File: config.mk
export PLATFORM = sky130hd
export DESIGN_NAME = ball_slot_manager
export DESIGN_NICKNAME = d
export VERILOG_FILES = /design/src/rtl/ball_pkg.sv /design/src/rtl/ball_slot_manager_hit_req_fifo.sv /design/src/rtl/ball_slot_manager.sv
export SDC_FILE = /design/constraint.sdc
export NUM_CORES = 1
export LEC_CHECK = 0
export ABC_CLOCK_PERIOD_IN_PS = 2900
export BUFFER_PORTS_ARGS = -buffer_cell sky130_fd_sc_hd__buf_2
export CORE_ASPECT_RATIO = 1.2
export CORE_MARGIN = 2
export CORE_UTILIZATION = 42
export DETAILED_ROUTE_END_ITERATION = 7
export SYNTH_ARGS = -nofsm -noshare
export SYNTH_HDL_FRONTEND = slang
export SYNTH_SLANG_ARGS = --single-unit
File: constraint.sdc
create_clock -name clk -period 2.9 [get_ports clk]
set_clock_uncertainty 0.1 [all_clocks]
set_input_delay 0.145 -clock clk [delete_from_list [all_inputs] [get_ports clk]]
set_output_delay 0.145 -clock clk [all_outputs]
set_load 0.005 [all_outputs]
File: src/rtl/ball_pkg.sv
// ----------------------------------------------------------------------------
// ball_pkg
// Shared definitions for the ball slot manager: default geometry/slot
// parameters, the manager FSM state encoding, the queued hit-request record
// and the child X-position helpers used when a ball splits.
// ----------------------------------------------------------------------------
package ball_pkg;

  localparam int NUM_SLOTS    = 8;
  localparam int SPLIT_OFFSET = 16;
  localparam int X_MAX        = 639;
  localparam int START_Y      = 64;

  typedef enum logic [2:0] {
    S_IDLE    = 3'd0,
    S_POP     = 3'd1,
    S_ALLOC_L = 3'd2,
    S_ALLOC_R = 3'd3,
    S_START   = 3'd4
  } ball_state_e;

  // One rope-ball hit waiting to be processed.
  typedef struct packed {
    logic [2:0]  slot;
    logic [1:0]  btype;
    logic [10:0] x;
    logic [10:0] y;
  } hit_req_t;

  // Left child X: parent X minus the split offset, clamped at the left edge.
  function automatic logic [10:0] split_left(input logic [10:0] x, input int offset);
    int xi;
    xi = int'(x);
    if (xi < offset) return 11'd0;
    return 11'(xi - offset);
  endfunction

  // Right child X: parent X plus the split offset, clamped at the right edge.
  function automatic logic [10:0] split_right(input logic [10:0] x, input int offset,
                                              input int x_max);
    int s;
    s = int'(x) + offset;
    if (s > x_max) return 11'(x_max);
    return 11'(s);
  endfunction

endpackage

File: src/rtl/ball_slot_manager_hit_req_fifo.sv
// ----------------------------------------------------------------------------
// hit_req_fifo
// Two-entry synchronous FIFO of hit requests.
//   clk, resetN   : clock, asynchronous active-low reset
//   flush         : synchronous clear; wins over push and pop on the same edge
//   push, wdata   : write one entry (ignored while full)
//   pop           : drop the head entry (ignored while empty)
//   rdata         : current head entry (valid while !empty)
//   full, empty   : occupancy flags
// ----------------------------------------------------------------------------
module hit_req_fifo
  import ball_pkg::*;
(
  input  logic     clk,
  input  logic     resetN,
  input  logic     flush,
  input  logic     push,
  input  hit_req_t wdata,
  input  logic     pop,
  output hit_req_t rdata,
  output logic     full,
  output logic     empty
);

  hit_req_t   mem [2];
  logic       wr_ptr;
  logic       rd_ptr;
  logic [1:0] count;
  logic       do_push;
  logic       do_pop;

  assign full    = (count == 2'd2);
  assign empty   = (count == 2'd0);
  assign rdata   = mem[rd_ptr];
  assign do_push = push && !full;
  assign do_pop  = pop && !empty;

  always_ff @(posedge clk or negedge resetN) begin
    if (!resetN) begin
      wr_ptr <= 1'b0;
      rd_ptr <= 1'b0;
      count  <= 2'd0;
      mem[0] <= '0;
      mem[1] <= '0;
    end else if (flush) begin
      wr_ptr <= 1'b0;
      rd_ptr <= 1'b0;
      count  <= 2'd0;
    end else begin
      if (do_push) begin
        mem[wr_ptr] <= wdata;
        wr_ptr      <= ~wr_ptr;
      end
      if (do_pop) rd_ptr <= ~rd_ptr;
      case ({do_push, do_pop})
        2'b10:   count <= count + 2'd1;
        2'b01:   count <= count - 2'd1;
        default: count <= count;
      endcase
    end
  end

endmodule

File: src/rtl/ball_slot_manager.sv
// ----------------------------------------------------------------------------
// ball_slot_manager
// Tracks which ball slots are occupied, queues rope-ball hits, and splits a
// hit ball into two smaller children placed in the lowest free slots.
//   clk, resetN           : clock, asynchronous active-low reset
//   playmodeEnable        : low clears slots, queue and FSM, masks all pulses
//   levelStart            : pulse; flush everything and spawn the level ball
//   startType, startX     : level ball type / X
//   hitValid, hitReady    : hit request handshake
//   hitSlot/Type/X/Y      : hit request payload
//   slotActive            : per-slot occupancy
//   spawnValid + spawn*   : one-cycle slot load; data holds between loads
//   spawnOverflow         : pulse when a child is dropped (no free slot)
//   levelCleared          : pulse when the last ball has gone
//   fsm_state             : current FSM state, for observation
//
// Handshake: a hit transfers on a clk edge where hitValid && hitReady.
// hitReady depends only on FIFO fullness, never on hitValid; a request
// presented while hitReady is low is simply not taken.
// ----------------------------------------------------------------------------
module ball_slot_manager #(
  parameter int NUM_SLOTS    = ball_pkg::NUM_SLOTS,
  parameter int SPLIT_OFFSET = ball_pkg::SPLIT_OFFSET,
  parameter int X_MAX        = ball_pkg::X_MAX,
  parameter int START_Y      = ball_pkg::START_Y
) (
  input  logic                  clk,
  input  logic                  resetN,
  input  logic                  playmodeEnable,
  input  logic                  levelStart,
  input  logic [1:0]            startType,
  input  logic [10:0]           startX,
  input  logic                  hitValid,
  input  logic [2:0]            hitSlot,
  input  logic [1:0]            hitType,
  input  logic [10:0]           hitX,
  input  logic [10:0]           hitY,
  output logic                  hitReady,
  output logic [NUM_SLOTS-1:0]  slotActive,
  output logic                  spawnValid,
  output logic [2:0]            spawnSlot,
  output logic [1:0]            spawnType,
  output logic [10:0]           spawnX,
  output logic [10:0]           spawnY,
  output logic                  spawnDir,
  output logic                  spawnOverflow,
  output logic                  levelCleared,
  output ball_pkg::ball_state_e fsm_state
);

  import ball_pkg::*;

  ball_state_e          state;
  hit_req_t             fifo_wdata;
  hit_req_t             head;
  logic                 fifo_full;
  logic                 fifo_empty;
  logic                 fifo_flush;
  logic                 fifo_pop;
  logic [NUM_SLOTS-1:0] prev_active;
  logic [1:0]           cur_type;
  logic [10:0]          cur_x;
  logic [10:0]          cur_y;
  logic [1:0]           lvl_type;
  logic [10:0]          lvl_x;
  logic                 free_found;
  logic [2:0]           free_idx;

  assign fsm_state  = state;
  assign hitReady   = !fifo_full;
  assign fifo_wdata = '{slot: hitSlot, btype: hitType, x: hitX, y: hitY};
  // A level start or leaving play mode discards queued and same-edge hits.
  assign fifo_flush = !playmodeEnable || levelStart;
  assign fifo_pop   = (state == S_POP);

  hit_req_fifo u_fifo (
    .clk    (clk),
    .resetN (resetN),
    .flush  (fifo_flush),
    .push   (hitValid),
    .wdata  (fifo_wdata),
    .pop    (fifo_pop),
    .rdata  (head),
    .full   (fifo_full),
    .empty  (fifo_empty)
  );

  // Lowest-index free slot; scanning downward lets the lowest index win.
  always_comb begin
    free_found = 1'b0;
    free_idx   = 3'd0;
    for (int i = NUM_SLOTS - 1; i >= 0; i--) begin
      if (!slotActive[i]) begin
        free_found = 1'b1;
        free_idx   = 3'(i);
      end
    end
  end

  always_ff @(posedge clk or negedge resetN) begin
    if (!resetN) begin
      state         <= S_IDLE;
      slotActive    <= '0;
      prev_active   <= '0;
      spawnValid    <= 1'b0;
      spawnOverflow <= 1'b0;
      levelCleared  <= 1'b0;
      spawnSlot     <= 3'd0;
      spawnType     <= 2'd0;
      spawnX        <= 11'd0;
      spawnY        <= 11'd0;
      spawnDir      <= 1'b0;
      cur_type      <= 2'd0;
      cur_x         <= 11'd0;
      cur_y         <= 11'd0;
      lvl_type      <= 2'd0;
      lvl_x         <= 11'd0;
    end else begin
      spawnValid    <= 1'b0;
      spawnOverflow <= 1'b0;
      levelCleared  <= 1'b0;
      prev_active   <= slotActive;

      if (!playmodeEnable) begin
        state       <= S_IDLE;
        slotActive  <= '0;
        // Forget the old occupancy so re-entering play cannot fake a clear.
        prev_active <= '0;
      end else if (levelStart) begin
        state      <= S_START;
        slotActive <= '0;
        lvl_type   <= startType;
        lvl_x      <= startX;
      end else begin
        levelCleared <= (state == S_IDLE) && fifo_empty &&
                        (slotActive == '0) && (prev_active != '0);
        case (state)
          S_IDLE: begin
            if (!fifo_empty) state <= S_POP;
          end
          S_POP: begin
            cur_type                <= head.btype;
            cur_x                   <= head.x;
            cur_y                   <= head.y;
            slotActive[head.slot]   <= 1'b0;
            // Freed or type-0 balls produce no children.
            if (head.btype != 2'd0 && slotActive[head.slot]) state <= S_ALLOC_L;
            else                                              state <= S_IDLE;
          end
          S_ALLOC_L: begin
            if (free_found) begin
              spawnValid           <= 1'b1;
              spawnSlot            <= free_idx;
              spawnType            <= cur_type - 2'd1;
              spawnX               <= split_left(cur_x, SPLIT_OFFSET);
              spawnY               <= cur_y;
              spawnDir             <= 1'b0;
              slotActive[free_idx] <= 1'b1;
            end else begin
              spawnOverflow <= 1'b1;
            end
            state <= S_ALLOC_R;
          end
          S_ALLOC_R: begin
            if (free_found) begin
              spawnValid           <= 1'b1;
              spawnSlot            <= free_idx;
              spawnType            <= cur_type - 2'd1;
              spawnX               <= split_right(cur_x, SPLIT_OFFSET, X_MAX);
              spawnY               <= cur_y;
              spawnDir             <= 1'b1;
              slotActive[free_idx] <= 1'b1;
            end else begin
              spawnOverflow <= 1'b1;
            end
            state <= S_IDLE;
          end
          S_START: begin
            spawnValid    <= 1'b1;
            spawnSlot     <= 3'd0;
            spawnType     <= lvl_type;
            spawnX        <= lvl_x;
            spawnY        <= 11'(START_Y);
            spawnDir      <= 1'b1;
            slotActive[0] <= 1'b1;
            state         <= S_IDLE;
          end
          default: state <= S_IDLE;
        endcase
      end
    end
  end

endmodule

==> out/summary.txt, run 1 <==
Status: finished clean
Worst path cell trace: ha_1 > nand2b_1 > a21oi_1 > a21oi_1 > o31ai_2 > a41oi_1
Yosys top cell by area: dfrtp_1
Setup TNS: 0 ns
Remaining routing DRC violations: 0
Port Buffers: 87
Dpl ws: 0.7595 ns
Min cycle time layout: 2.164 ns
Cell area after layout: 0.008269 sq mm
Leak: 3.786 nW
Relative slew slack: 56.22%
Setup bufs post-CTS: 0
Synth top area share: 54.49%
Seq cells post-synth: 145
ANT nets after route: 0
Vias: 4,803
Post_cts resized: 0
Top area cells in the synthesized netlist: dfrtp_1 (54%), mux2_2 (8.1%), mux2_4 (4.7%), mux2i_1 (4.2%), nor2_1 (3.3%)
Most Frequent Cell on Critical Path: a21oi_1
Crit path DAT: 2.32 ns
Syn_area_per_cell: 11.34 sq um
Hold Path Class: in -> async
Setup Crit Path Kind: reg -> reg
Mapped Area: 0.006659 sq mm
Number of flops mapped to enable cells by yosys: 0
Final setup fails: 0
Synthesized netlist cell count: 587
PwrDens: 709.5 mW/mm^2
CTS clk-pin slew, worst paths: 0.06 ns
Initial Util: 42.75%
FF-to-FF path depth: 6
RSZ-0062 raised after global routing: false
Post-DR wirelength/cell: 15.52 microns
Core Region: 0.01558 sq mm
Critical Path End Type: flip-flop
CTS max path bufs: 2
Hold WS: 0.1825 ns
CTS root buffer: clkbuf_16
H-tree depth: 4
Worst path max stage delay: 0.51 ns
Most instantiated cells after synthesis: dfrtp_1 (145), nor2_1 (59), nand2_1 (52)
Ys Warns: 0
CTS buffer count: 17
Final slew viol count: 0
Largest net degree at the start of global routing: 69
Dominant synthesized flop cell: dfrtp_1
Layout cell share with drive strength beyond 1: 28.95%
Initial DRC count: 290
Die Wd: 118.9 microns
Post-synthesis sequential area ratio: 54.49%
GRT Util Overall: 17.97%
Top-count cell post-synth: dfrtp_1
Syn-to-layout area delta: 24.18%
Row count: 50
Skew-Pair Late Insertion Delay: 0.42 ns
Mapped Nets: 634
FFs w/ async S/R, synth: 100.0%
Die ar.: 0.01688 sq mm
Crit Path Max Fanout: 8
First-pass GRT wire length: 23,940 microns
Post-cts hold buffer count: 43
Tcrit/Tclk final: 74.61%
Fin nets: 756
Worst Path Required: 3.06 ns
Placer congestion estimate: 0.8272
Peak supply drop: 491.6 uV
Hold Vio Cnt, Final: 0
Drt pass-1 iters: 6
Max-Cap Viols: 0
Placement Cell Area: 0.007222 sq mm
Met3 WL: 596 microns
Routed wire length: 14,430 microns
Die height: 141.9 microns
Grt total ovfl: 0
Via density: 5.165
Met2 wire length: 6354 microns
Distinct cells, synth: 61
Worst path slowest cell: o31ai_2
Setup WS post-layout: 0.7363 ns
Post-DP HPWL: 10,040 microns
Worst-margin pin slew: 0.6567 ns
Clock sink count: 145
F_max: 462.2 MHz
Fill cells: 1,392
CTS tree: built
Antenna Cells: 0
# IOs: 88
Number of global-route vias before repair: 4,676
Worst setup SP type: flip-flop
Wire length on met1: 7059 microns
Highest routing layer actually used: met4
Initial antenna violation count: 0
==> cell type report <==
type	instances	area (sq um)	share of cell area, %
inverters	7	26.28	0.3177
well taps	208	260.3	3.147
repair buffers	143	969.7	11.73
flip-flops and latches	145	3628	43.88
multi-input cells	395	2768	33.47
clock inverters	9	118.9	1.437
clock buffers	23	498.0	6.022
==> layout by cell type (no fill, tap or decap), drive strengths merged, types with 2 or more instances in the layout <==
master and n:
xnor2 3, a22oi 2, nor3 7, dfrtp 145
o41ai 2, clkbuf 23, nand2 53, clkinv 2
a41oi 3, nor3b 4, nor4 6, a21oi 39
a311oi 2, nand3 15, ha 2, nor2 60
bufinv 2, nand4 3, a211oi 5, mux2 70
buf 100, and2 10, o31ai 3, a21o 3
o21a 3, o211ai 2, nand2b 7, mux2i 28
xor2 6, a31oi 14, dlygate4sd3 43, nor2b 2
inv 10, o21ai 23, or4 2, and3 4
clkinvlp 2
==> path summary, 6_finish.rpt <==
| path | startpoint | to | slack [ns] |
|---|---|---|---|
| hold / removal | resetN | u_fifo.mem[26]$_DFFE_PN0P_ | 0.18 |
| hold reg to reg | spawnSlot[0]$_DFFE_PN0P_ | spawnSlot[0]$_DFFE_PN0P_ | 0.37 |
| setup reg to reg | cur_x[5]$_DFFE_PN0P_ | spawnX[6]$_DFFE_PN0P_ | 0.74 |
| setup / recovery | cur_x[5]$_DFFE_PN0P_ | spawnX[6]$_DFFE_PN0P_ | 0.74 |
| max in group asynchronous | resetN | lvl_x[9]$_DFFE_PN0P_ | 1.57 |
| min in group clk | levelStart | fsm_state[2]$_DFFE_PN0P_ | 0.27 |
==> worst max-delay path: cells and delay by family (launching register included) <==
kind | cells | cell delay [ns]
compound gates | 4 | 0.95
fa+ha+maj | 1 | 0.32
flops | 1 | 0.45
simple gates | 1 | 0.20
==> registers in the layout, indices dropped and copies added (netlist names), 2 cells and up <==
signal and count:
cur_y 11, slotActive 8, lvl_type 2, lvl_x 11, cur_x 11, cur_type 2
u_fifo.count 2, spawnX 11, spawnType 2, prev_active 8, fsm_state 3, spawnY 11
u_fifo.mem 54, spawnSlot 3
==> through the flow <==
step	cells	utilization, %	total power, mW
2_1_floorplan	587	-	3.258
3_3_place_gp	855	46.36	3.578
5_1_grt	930	53.08	6.160
4_1_cts	930	53.08	5.913
3_5_place_dp	855	46.36	3.618
6_report	930	53.08	5.867
==> logic make-up (layout without fill, tap and decap cells) <==
| group | after synthesis | count (layout) | share of synthesized area [%] |
|---|---|---|---|
| xor+xnor | 9 | 9 | 1.184 |
| fa+ha+maj | 2 | 2 | 0.3757 |
| buf+inv | 47 | 182 | 4.021 |
| simple gates | 177 | 177 | 12.72 |
| flops | 145 | 145 | 54.49 |
| compound gates | 109 | 109 | 9.978 |
| mux | 98 | 98 | 17.23 |
==> routing by layer <==
metal	global-route usage, %	vias up
met5	0	-
met1	25.31	2322
met2	26.16	127
li1	-	2318
met4	8.333	0
met3	4.447	36
==> report_power, final <==
part	internal, mW	switching [mW]
combinational	0.522	0.449
sequential	2.39	0.265
clock	1.39	0.847
No activity file was read; power rests on OpenSTA's default activity.
==> run 2, diff against run 1 <==
--- a/config.mk
+++ b/config.mk
@@ -5,7 +5,8 @@
 export SDC_FILE = /design/constraint.sdc
 export NUM_CORES = 1
 export LEC_CHECK = 0
-export ABC_CLOCK_PERIOD_IN_PS = 2900
+export ABC_AREA = 1
+export ABC_CLOCK_PERIOD_IN_PS = 1800
 export BUFFER_PORTS_ARGS = -buffer_cell sky130_fd_sc_hd__buf_2
 export CORE_ASPECT_RATIO = 1.2
 export CORE_MARGIN = 2
==> constraint.sdc (replaced) <==
create_clock -name clk -period 1.8 [get_ports clk]
set_clock_uncertainty 0.1 [all_clocks]
set_input_delay 0.09 -clock clk [delete_from_list [all_inputs] [get_ports clk]]
set_output_delay 0.09 -clock clk [all_outputs]
set_load 0.005 [all_outputs]
==> run 2 against run 1 <==
Effect of this change: synthesized cell count up 46%; critical path depth up 1; final area up 5.5%; count of clock-buffer cells in the layout down 2; largest cell class unchanged; combinational power up 89%; hold slack worse by 0.087 ns; die area up 2.2%; sequential cell count unchanged; via count up 19%.
==> out/summary.txt, run 2 <==
Status: finished clean
Row count: 51
First-pass GRT wire length: 26,680 microns
Relative slew slack: 64.42%
Number of flops mapped to enable cells by yosys: 0
Largest net degree at the start of global routing: 56
CTS root buffer: clkbuf_16
Syn_area_per_cell: 7.931 sq um
Commonest non-fill, non-tap cells in the layout: nand2_1 (280), dfrtp_1 (138), inv_1 (102), buf_2 (86), o21ai_0 (77)
Grt total ovfl: 0
Seq cells post-synth: 145
# IOs: 88
Synth top area share: 53.26%
Distinct cells, synth: 35
Biggest register: u_fifo.mem
Hold Vio Cnt, Final: 0
CTS clk-pin slew, worst paths: 0.06 ns
Inst Count DP: 1,149
Die Wd: 120.3 microns
WP buf/inv: 4
Post-DR wirelength/cell: 13.02 microns
Commonest non-fill, non-tap cell in the layout: nand2_1
Skew-Pair Late Insertion Delay: 0.43 ns
Drt pass-1 iters: 5
Worst path slowest cell: dlygate4sd3_1
GRT Util Overall: 19.56%
Max-Cap Viols: 0
Port Buffers: 87
PwrDens: 1107 mW/mm^2
Worst path max stage delay: 0.56 ns
CTS max path bufs: 2
Final slew viol count: 0
Yosys top cell by area: dfrtp_1
Via density: 4.676
Min cycle time layout: 1.692 ns
Final core area utilization: 54.24%
Final setup fails: 0
H-tree depth: 4
Worst setup SP type: input pin
Dominant synthesized flop cell: dfrtp_1
Initial Util: 42.37%
Worst-margin pin slew: 0.5337 ns
Fin nets: 1,049
Critical Path End Type: flip-flop
Die ar.: 0.01726 sq mm
Tcrit/Tclk final: 93.99%
CTS tree: built
Top area cells in the synthesized netlist: dfrtp_1 (53%), nand2_1 (16%), o21ai_0 (5.7%), inv_1 (5.6%), nor2_1 (3.3%)
Worst path cell trace: dlygate4sd3_1 > buf_2 > nand2_1 > inv_4 > nand2_1 > nand2_1 > dlygate4sd3_1
FFs w/ async S/R, synth: 100.0%
Leak: 4.434 nW
GR met3 Demand/Resource: 4.365%
Top-count cell post-synth: nand2_1
ANT nets after route: 0
Most instantiated cells after synthesis: nand2_1 (282), dfrtp_1 (145), inv_1 (102)
Remaining routing DRC violations: 0
F_max: 591.1 MHz
Most Frequent Cell on Critical Path: nand2_1
Max FFs per register: 54
Mapped Area: 0.006813 sq mm
Met1 Use GR: 28.02%
RSZ-0062 raised after global routing: false
Crit Path Max Fanout: 25
Placer congestion estimate: 0.9083
Clock sink count: 145
Cell family with most CP delay: buffers and inverters
Antenna Cells: 0
Post-DP HPWL: 10,880 microns
Die height: 143.5 microns
Vias: 5,738
Layout cell share with drive strength beyond 1: 18.13%
Ys Warns: 0
Worst Path Required: 2.05 ns
Crit path DAT: 1.94 ns
Setup Crit Path Kind: in -> reg
Peak supply drop: 670.7 uV
Grt met2 use: 29.46%
Initial antenna violation count: 0
Initial DRC count: 329
Core Region: 0.01608 sq mm
Global routing's busiest layer: met2
CTS buffer count: 17
Synthesized netlist cell count: 859
Final non-filler cell total: 1,227
Number of global-route vias before repair: 5,320
Mapped Nets: 906
Fill cells: 1,550
Hold WS: 0.09580 ns
Hold Path Class: in -> async
Routed wire length: 15,970 microns
Post-synthesis sequential area ratio: 53.26%
Setup bufs post-CTS: 0
Syn-to-layout area delta: 28.03%
-- run 2: changes by cell type after synthesis, sizes merged, moves of 13 or more --
| cell | delta |
|---|---|
| inv | +103 |
| buf | -13 |
| mux2i | -28 |
| a21oi | -19 |
| nand3 | +18 |
| o21ai | +82 |
| mux2 | -70 |
| nand2 | +235 |
-- run 2: per-stage QoR --
stage / area (sq um) / setup TNS, ns / worst slack (ns) / power, mW
finish: 8722 / 0 / 0.1083 / 9.653
global placement: 7625 / -0.01457 / -0.01387 / 6.049
global route: 8722 / 0 / 0.00006906 / 10.27
floorplan: 6813 / 0 / 0.1947 / 5.413
detailed placement: 7625 / -0.07082 / -0.05295 / 6.086
CTS: 8690 / 0 / 0.02039 / 9.728
-- run 2: kinds of logic after synthesis --
logic type                 count (synthesis)  synth area share (%)
DFF                                      145                 53.26
and+or+nand+nor                          409                 25.03
adders and majority gates                  2                0.3673
AOI/OAI and AO/OA                        153                 11.94
buffers and inverters                    147                 9.017
xor gates and xnor gates                   3                0.3857
-- run 2: worst reg2reg max path: stages, from the launching register on --
cell	delay, ns
dfrtp_2	0.47
nand3_4	0.14
nand2_2	0.10
inv_2	0.11
nor2_2	0.06
nand2_1	0.07
nand2_1	0.09
nor2_1	0.22
nand2_1	0.09
a21oi_1	0.15
-- run 2: area by class of cell --
cell class	instances	area, sq um	area share, %
clock inverters	11	131.4	1.506
clock buffers	21	460.4	5.279
flip-flops and latches	145	3637	41.70
inverters	111	419.2	4.806
well taps	212	265.3	3.041
multi-input cells	567	2604	29.85
repair buffers	160	1205	13.81
-- run 2: layer usage --
layer / vias up / wire (microns)
li1: 3001 / -
met1: 2611 / 7872
met2: 108 / 7256
met3: 18 / 625
met4: 0 / 216
met5: - / 0
-- run 2: path summary, 6_finish.rpt --
check	startpoint	endpoint	slack, ns	cells after the start
max	playmodeEnable	lvl_type[1]$_DFFE_PN0P_	0.11	7
min	resetN	lvl_x[6]$_DFFE_PN0P_	0.1	2
max reg2reg	fsm_state[0]$_DFFE_PN0P_	slotActive[7]$_DFFE_PN0P_	0.11	9
min reg2reg	u_fifo.mem[13]$_DFFE_PN0P_	u_fifo.mem[13]$_DFFE_PN0P_	0.38	2
max in group asynchronous	resetN	cur_y[8]$_DFFE_PN0P_	0.92	3
min in group clk	startX[2]	lvl_x[2]$_DFFE_PN0P_	0.32	4
-- run 2: timing repair --
| item | in CTS | in global routing |
|---|---|---|
| hold endpoints to repair | 224 | 0 |
| endpoints found under the setup margin | 5 | 28 |
| pin swaps | 0 | 0 |
| hold buffers | 46 | 0 |
| resized for setup | 3 | 15 |
-- run 2: where the power goes --
part / switching (mW) / internal (mW)
Combinational: 1.01 / 0.823
Sequential: 0.428 / 3.87
Clock: 1.39 / 2.12
Total: 2.83 / 6.82
